<file path="src/rtl/drive_arbiter.sv">
// Fixed-priority arbiter for car motion/barrier commands from three sources.
// Enforces a minimum hold before preemption and a dead-time between grants.
`timescale 1ns/1ps
module drive_arbiter #(
    parameter int unsigned DEAD_TIME = 50,
    parameter int unsigned MIN_HOLD  = 25,
    parameter int unsigned CNT_W     = 16
) (
    input  logic       clk,
    input  logic       rst_n,
    input  logic       enable,
    input  logic [2:0] req,
    input  logic [5:0] cmd_man,
    input  logic [5:0] cmd_semi,
    input  logic [5:0] cmd_auto,
    output logic [2:0] grant,
    output logic       move_forward,
    output logic       move_backward,
    output logic       turn_left,
    output logic       turn_right,
    output logic       place_barrier_signal,
    output logic       destroy_barrier_signal,
    output logic [1:0] out_state,
    output logic       busy
);

    typedef enum logic [1:0] {
        ST_IDLE  = 2'b00,
        ST_GRANT = 2'b01,
        ST_DEAD  = 2'b10
    } state_e;

    state_e           state_q, state_d;
    logic [2:0]       grant_q, grant_d;
    logic [CNT_W-1:0] hold_cnt_q, hold_cnt_d;
    logic [CNT_W-1:0] dead_cnt_q, dead_cnt_d;

    logic [2:0] winner;
    logic       own_req;
    logic       higher_req;
    logic       hold_full;
    logic       dead_done;
    logic [5:0] sel_cmd;
    logic [5:0] gated_cmd;

    // Lowest-index request wins
    always_comb begin
        winner = 3'b000;
        if (req[0])      winner = 3'b001;
        else if (req[1]) winner = 3'b010;
        else if (req[2]) winner = 3'b100;
    end

    // grant_q - 1 masks exactly the bits of higher priority than the one-hot grant
    assign own_req    = |(req & grant_q);
    assign higher_req = |(req & 3'(grant_q - 3'd1));
    assign hold_full  = (hold_cnt_q == CNT_W'(MIN_HOLD));
    assign dead_done  = (dead_cnt_q == CNT_W'(DEAD_TIME - 1));

    always_comb begin
        state_d    = state_q;
        grant_d    = grant_q;
        hold_cnt_d = hold_cnt_q;
        dead_cnt_d = dead_cnt_q;
        case (state_q)
            ST_IDLE: begin
                if (enable && (|req)) begin
                    state_d    = ST_GRANT;
                    grant_d    = winner;
                    hold_cnt_d = '0;
                end
            end
            ST_GRANT: begin
                if (!enable || !own_req || (higher_req && hold_full)) begin
                    state_d    = ST_DEAD;
                    grant_d    = 3'b000;
                    hold_cnt_d = '0;
                    dead_cnt_d = '0;
                end else if (!hold_full) begin
                    hold_cnt_d = hold_cnt_q + CNT_W'(1);
                end
            end
            ST_DEAD: begin
                if (dead_done) begin
                    dead_cnt_d = '0;
                    if (enable && (|req)) begin
                        state_d    = ST_GRANT;
                        grant_d    = winner;
                        hold_cnt_d = '0;
                    end else begin
                        state_d = ST_IDLE;
                    end
                end else begin
                    dead_cnt_d = dead_cnt_q + CNT_W'(1);
                end
            end
            default: begin
                state_d    = ST_IDLE;
                grant_d    = 3'b000;
                hold_cnt_d = '0;
                dead_cnt_d = '0;
            end
        endcase
    end

    always_ff @(posedge clk or negedge rst_n) begin
        if (!rst_n) begin
            state_q    <= ST_IDLE;
            grant_q    <= 3'b000;
            hold_cnt_q <= '0;
            dead_cnt_q <= '0;
        end else begin
            state_q    <= state_d;
            grant_q    <= grant_d;
            hold_cnt_q <= hold_cnt_d;
            dead_cnt_q <= dead_cnt_d;
        end
    end

    // Command path is combinational from the registered grant, so reset clears it at once
    always_comb begin
        case (grant_q)
            3'b001:  sel_cmd = cmd_man;
            3'b010:  sel_cmd = cmd_semi;
            3'b100:  sel_cmd = cmd_auto;
            default: sel_cmd = 6'b000000;
        endcase
    end

    // Opposing pairs cancel: {fwd,back}, {left,right}, {place,destroy}
    always_comb begin
        gated_cmd = sel_cmd;
        if (sel_cmd[5] && sel_cmd[4]) gated_cmd[5:4] = 2'b00;
        if (sel_cmd[3] && sel_cmd[2]) gated_cmd[3:2] = 2'b00;
        if (sel_cmd[1] && sel_cmd[0]) gated_cmd[1:0] = 2'b00;
    end

    assign grant                  = grant_q;
    assign move_forward           = gated_cmd[5];
    assign move_backward          = gated_cmd[4];
    assign turn_left              = gated_cmd[3];
    assign turn_right             = gated_cmd[2];
    assign place_barrier_signal   = gated_cmd[1];
    assign destroy_barrier_signal = gated_cmd[0];
    assign out_state              = state_q;
    assign busy                   = (state_q != ST_IDLE);

endmodule
</file>
<file path="config.mk">
export PLATFORM = sky130hd
export DESIGN_NAME = drive_arbiter
export DESIGN_NICKNAME = d
export VERILOG_FILES = /design/src/rtl/drive_arbiter.sv
export SDC_FILE = /design/constraint.sdc
export NUM_CORES = 1
export LEC_CHECK = 0
export BUFFER_PORTS_ARGS = -buffer_cell sky130_fd_sc_hd__clkbuf_2
export CORE_MARGIN = 4
export CORE_UTILIZATION = 54
export DETAILED_ROUTE_END_ITERATION = 12
export HOLD_SLACK_MARGIN = 0.12
export PLACE_DENSITY = 0.76
export SYNTH_ARGS = -nofsm -noshare
export SYNTH_HDL_FRONTEND = slang
export SYNTH_SLANG_ARGS = --single-unit
</file>
<file path="constraint.sdc">
create_clock -name clk -period 2.7 [get_ports clk]
set_input_delay 0.54 -clock clk [delete_from_list [all_inputs] [get_ports clk]]
set_output_delay 0.54 -clock clk [all_outputs]
set_load 0.05 [all_outputs]
</file>
==> results.md, run 1 <==
* Outcome: finished, final reports clean
* Multi-input gate area at 0.00150 mm²
* Clock Latency Late Sink at 0.29 ns
* Pin count of the biggest net entering global routing at 38
* Power density over the cells at 445 mW/mm²
* Mapped Area at 0.00242 mm²
* Longest Clk Path Bufs at 2
* 1st-iter DRT viols at 225
* Synthesized net count at 288
* Crit path DAT at 2.09 ns
* Dominant cell type by area after synthesis: dfrtp_1
* Final instance area at 0.00298 mm²
* Fill cells at 350
* Relative slew slack at 38.9%
* Largest family of logic cells by synthesized area: simple AND/OR/NAND/NOR gates
* Top cells by area, synth: dfrtp_1 (38%), a211o_1 (4.3%), ha_1 (4.1%), and3_1 (3.1%), nor3b_1 (3.1%)
* Vias in the first global route at 2152
* Syn Area/Cell at 9.46 µm²
* DRC viols at 0
* FP Rows at 24
* DRT Pass-1 Iters at 5
* Post-Synth Simple-Gate Area at 27.9%
* Synth top area share at 38.2%
* Post-Synth Adder-Cell Area at 4.13%
* Setup-failing EPs final at 0
* Leakage at 1.44 nW
* Final WL at 6260 µm
* Final core occ at 68.3%
* Crit start category: register
* Gr ovfl total at 0
* CTS Buf Count at 5
* Crit Path Max Fanout at 6
* Initial Utilization at 55.6%
* Synth Area in Compound Gates at 25.2%
* EDFF count, synth at 0
* Routed vias/inst at 6.65
* PortBufs at 35
* Max Slew Vio Count at 0
* Die Width at 75.0 µm
* H-Tree Depth at 2
* Core box area at 0.00435 mm²
* Worst hold slack at 0.367 ns
* Maximum vdd drop at 0.323 mV
* Root buf cell: clkbuf_8
* CP Class: reg -> out
* Critical Path End Type: output port
* Actual slew at the worst max-slew pin at 0.916 ns
* Placer's final routability congestion estimate at 0.838
* Most frequent cell after synthesis: dfrtp_1
* Die area at 0.00562 mm²
* Layout cells sized above 1 at 26.6%
* Post-synthesis mux area share at 0.879%
* Detailed Place HPWL at 4310 µm
* FFs w/ async S/R, synth at 100%
* Xor/xnor share of the synthesized area at 0%
* Post-synth top flop: dfrtp_1
* Flops & latches, synth at 37
* Max Cap Viol at 0
* Total power draw at 1.32 mW
* HP Class: in -> async
* Top post-synthesis cells by count: dfrtp_1 (37), nand2_1 (14), nand3_1 (13), o21ai_0 (13)
* FF/Latch Area at 928 µm²
* Antenna Nets Post-Route at 0
* DR vias at 2368
* Reg-to-reg slack, setup at 0.17 ns
* Global-route usage over all layers at 22.5%
* P&R area growth vs syn at 22.9%
* TritonCTS clock tree: built
* Nets@finish at 335
* Fin crit share at 97.4%
* DP Area at 0.00278 mm²
* Reg2reg start: dead_cnt_q[1]
* Endpoint of the worst register-to-register path: hold_cnt_q[1]
* Fmax at 380 MHz
* Min Tclk post-route at 2.63 ns
* Syn Inst Count at 256
* Synth unique cells at 52
* Synth Warn # at 0
* Final Hold Vio Count at 0
* Required time worst endpoint at 2.16 ns
* Avg WL per Cell at 17.6 µm
* First-pass GRT wire length at 9900 µm
* N_diodes at 0
* Path depth of the worst reg2reg path at 8
* # IOs at 36
* Post-synthesis sequential area ratio at 38.2%
* Initial antenna violation count at 0
* Die height at 75.0 µm
* Final Skew at 0.00931 ns
* Clock slew at reported path FFs at 0.08 ns
* Clock sink total at 37
worst max path at each step:
stage,end,startpoint,slack [ns]
after floorplan,destroy_barrier_signal,grant[0],0.01
after global placement,destroy_barrier_signal,grant[0],0.20
after detailed placement,destroy_barrier_signal,grant[0],0.07
after CTS,place_barrier_signal,grant[0],0.00007
after global routing,turn_right,grant[1],-0.02
final,turn_right,grant[0],0.07
power breakdown:
group / internal (mW) / switching (mW) / total, mW
registers: 0.561 / 0.00924 / 0.571
logic: 0.0963 / 0.162 / 0.258
clock network: 0.301 / 0.193 / 0.495
placed cells by master (no fill, tap or decap), types with 5 or more instances in the layout:
master / n
dfrtp_1: 35
clkbuf_2: 29
buf_4: 20
nand2_1: 14
nand3_1: 13
o21ai_0: 13
and3_1: 12
a211o_1: 12
nand4_1: 11
nor3_1: 11
inv_1: 8
a222oi_1: 7
nor4_1: 7
nor2_1: 6
nor3b_4: 6
and4_1: 6
ha_1: 6
clkbuf_8: 6
o31ai_1: 5
a21o_1: 5
per-stage QoR:
step | instances | TNS, ns | setup WS (ns)
finish | 356 | 0 | 0.0712
global route | 356 | -0.0157 | -0.0157
CTS | 354 | 0 | 0.0000726
detailed placement | 344 | 0 | 0.0706
global placement | 344 | 0 | 0.201
floorplan | 256 | 0 | 0.0128
sequential cells by signal, indices dropped and copies added, names as in the netlist:
| register | flops |
|---|---|
| out_state | 2 |
| dead_cnt_q | 16 |
| grant | 3 |
| hold_cnt_q | 16 |
cell type report:
cell class | instances | share of cell area (%)
well taps | 52 | 2.19
clock buffers | 7 | 2.90
flip-flops and latches | 37 | 31.2
clock inverters | 1 | 1.01
repair buffers | 53 | 11.3
multi-input cells | 198 | 50.4
inverters | 8 | 1.01
timing repair:
| item | CTS | global route |
|---|---|---|
| gates resized for setup | 7 | 13 |
| pin swaps | 2 | 3 |
| endpoints found under the setup margin | 5 | 6 |
| buffers inserted | 2 | 2 |
| hold buffers | 0 | 0 |
layer usage:
| layer | vias to the layer above | wire length, µm | GRT usage (%) |
|---|---|---|---|
| met5 | - | 0 | 0 |
| met2 | 99 | 2810 | 34.7 |
| met3 | 12 | 512 | 5.61 |
| met4 | 0 | 102 | 6.13 |
| met1 | 1134 | 2840 | 31.7 |
| li1 | 1123 | - | - |
critical path: stages, from the launching register on:
cell,delay (ns)
dfrtp_2,0.40
inv_1,0.07
ha_2,0.21
ha_4,0.18
a222oi_1,0.48
nor3b_4,0.28
buf_6,0.18
cells by family (layout without fill, tap and decap cells):
family / Yosys count / in the layout
simple gates: 112 / 112
compound gates: 76 / 76
flops: 37 / 37
buf+inv: 21 / 69
fa+ha+maj: 8 / 8
mux: 2 / 2
Power figures use the tool's default switching activity.
==> inputs of run 2 (changes only) <==
--- a/config.mk
+++ b/config.mk
@@ -7,10 +7,10 @@
 export LEC_CHECK = 0
 export BUFFER_PORTS_ARGS = -buffer_cell sky130_fd_sc_hd__clkbuf_2
 export CORE_MARGIN = 4
-export CORE_UTILIZATION = 54
+export CORE_UTILIZATION = 52
 export DETAILED_ROUTE_END_ITERATION = 12
 export HOLD_SLACK_MARGIN = 0.12
-export PLACE_DENSITY = 0.76
+export PLACE_DENSITY = 0.77
 export SYNTH_ARGS = -nofsm -noshare
 export SYNTH_HDL_FRONTEND = slang
 export SYNTH_SLANG_ARGS = --single-unit
==> constraint.sdc (replaced) <==
create_clock -name clk -period 2.3 [get_ports clk]
set_input_delay 0.46 -clock clk [delete_from_list [all_inputs] [get_ports clk]]
set_output_delay 0.46 -clock clk [all_outputs]
set_load 0.05 [all_outputs]
==> results.md, run 2 (synthesis results as in run 1) <==
* Most frequent cells in the layout: buf_4 (44), dfrtp_1 (33), clkbuf_2 (29)
* Layout cells sized above 1 at 36.7%
* TritonCTS clock tree: built
* Clock Latency Late Sink at 0.29 ns
* Core box area at 0.00444 mm²
* DRC viols at 0
* PortBufs at 35
* Reg power frac at 44.8%
* Gr ovfl total at 0
* Min Tclk post-route at 2.42 ns
* Outcome: complete, but fails checks
* H-Tree Depth at 2
* Fmax at 414 MHz
* Clock sink total at 37
* Detailed Place HPWL at 4480 µm
* # IOs at 36
* Final Skew at 0.00407 ns
* Final Hold Vio Count at 0
* N_diodes at 0
* Antenna Nets Post-Route at 0
* 1st-iter DRT viols at 190
* RSZ-0062 raised after global routing: true
* FP Rows at 24
* Fill cells at 334
* Pin count of the biggest net entering global routing at 31
* Die area at 0.00581 mm²
* Critical Path End Type: output port
* Leakage at 1.61 nW
* Power density over the cells at 457 mW/mm²
* Initial antenna violation count at 0
* CTS Buf Count at 5
* Final core occ at 73.6%
* Net Sw Power at 464 µW
* Required time worst endpoint at 1.84 ns
* Longest Clk Path Bufs at 2
* Global-route usage over all layers at 22.2%
* Switching Share at 31.1%
* CP Class: reg -> out
* Max Cap Viol at 0
* Die Width at 76.2 µm
* HP Class: in -> async
* Setup-failing EPs final at 9
* Nets@finish at 363
* DR vias at 2472
* Crit path DAT at 1.96 ns
* Gate power share at 24.1%
* Crit Path Max Fanout at 6
* Root buf cell: clkbuf_8
* Hold-fix buffers, CTS at 0
* First-pass GRT wire length at 10900 µm
* Vias in the first global route at 2270
* DRT Pass-1 Iters at 5
* P&R area growth vs syn at 35.0%
* Fin crit share at 105%
* Actual slew at the worst max-slew pin at 0.718 ns
* Setup WS post-layout at -0.116 ns
* Crit start category: register
* Internal at 1.03 mW
* Initial Utilization at 54.5%
* Leading cell type in the layout, fill and taps excluded: buf_4
* Final WL at 6410 µm
* Clock share of power at 31.1%
* Routed vias/inst at 6.44
* Total power draw at 1.49 mW
* Clock slew at reported path FFs at 0.08 ns
* Relative slew slack at 52.1%
* Maximum vdd drop at 0.320 mV
* Placer's final routability congestion estimate at 0.870
* Failing checks: setup timing
* Die height at 76.2 µm
* Max Slew Vio Count at 0
* Avg WL per Cell at 16.7 µm
-- run 2: cell types whose count changed in the layout (fill, tap and decap cells not counted), sizes merged --
cell	change
buf	+29
clkbuf	-3
clkinvlp	+1
clkinv	+1
inv	+1
bufinv	-1
-- run 2: area by class of cell --
class                           count  area [µm²]  share of cell area (%)
Tap cell                           52        65.1                    1.99
Inverter                            8        30.0                   0.918
Clock buffer                        5        68.8                    2.10
Sequential cell                    37         931                    28.5
Timing Repair Buffer               81         588                    18.0
Clock inverter                      3        21.3                   0.651
Multi-Input combinational cell    198        1570                    47.9
-- run 2: power groups by stage --
stage / registers [mW] / logic [mW] / clock network [mW]
2_1_floorplan: 0.704 / 0.166 / 0
3_3_place_gp: 0.680 / 0.294 / 0
3_5_place_dp: 0.681 / 0.298 / 0
4_1_cts: 0.668 / 0.323 / 0.475
5_1_grt: 0.670 / 0.386 / 0.518
6_report: 0.668 / 0.360 / 0.464
-- run 2: metal layers --
layer	part of all wire (%)	track usage (%)
met5	0	0
met1	47	32.3
met2	44	35.0
met3	6.6	4.02
met4	1.6	3.80
-- run 2: path summary, 6_finish.rpt --
| check | from | slack, ns | cells past startpoint | end |
|---|---|---|---|---|
| min in group clk | req[0] | 0.42 | 2 | grant[1] |
| max | grant[0] | -0.12 | 6 | destroy_barrier_signal |
| min reg2reg | dead_cnt_q[15] | 0.55 | 1 | dead_cnt_q[15] |
| max in group asynchronous | rst_n | 1.49 | 2 | hold_cnt_q[10] |
| max reg2reg | dead_cnt_q[8] | -0.05 | 6 | hold_cnt_q[14] |
| min | rst_n | 0.20 | 1 | dead_cnt_q[8] |
-- run 2: critical path: stages, from the launching register on --
cell and delay (ns):
dfrtp_2 0.39, inv_2 0.06, ha_4 0.16, ha_4 0.17, a222oi_1 0.43, nor3b_4 0.28
buf_8 0.17
-- run 2: repair_timing --
item | in CTS | in global routing
buffers inserted | 3 | 8
pin swaps | 6 | 9
gates resized for setup | 17 | 13
endpoints found under the setup margin | 8 | 16
-- run 2: per-stage QoR --
stage / instances / instance area, µm² / setup TNS, ns / setup WS (ns) / hold WS [ns]
6_report: 384 / 3270 / -0.647 / -0.116 / 0.205
3_3_place_gp: 365 / 2980 / -0.0506 / -0.0506 / 0.520
3_5_place_dp: 365 / 2980 / -0.0178 / -0.0178 / 0.522
2_1_floorplan: 256 / 2540 / -1.34 / -0.215 / 0.164
4_1_cts: 376 / 3170 / -0.642 / -0.117 / 0.234
5_1_grt: 384 / 3270 / -1.81 / -0.230 / 0.258
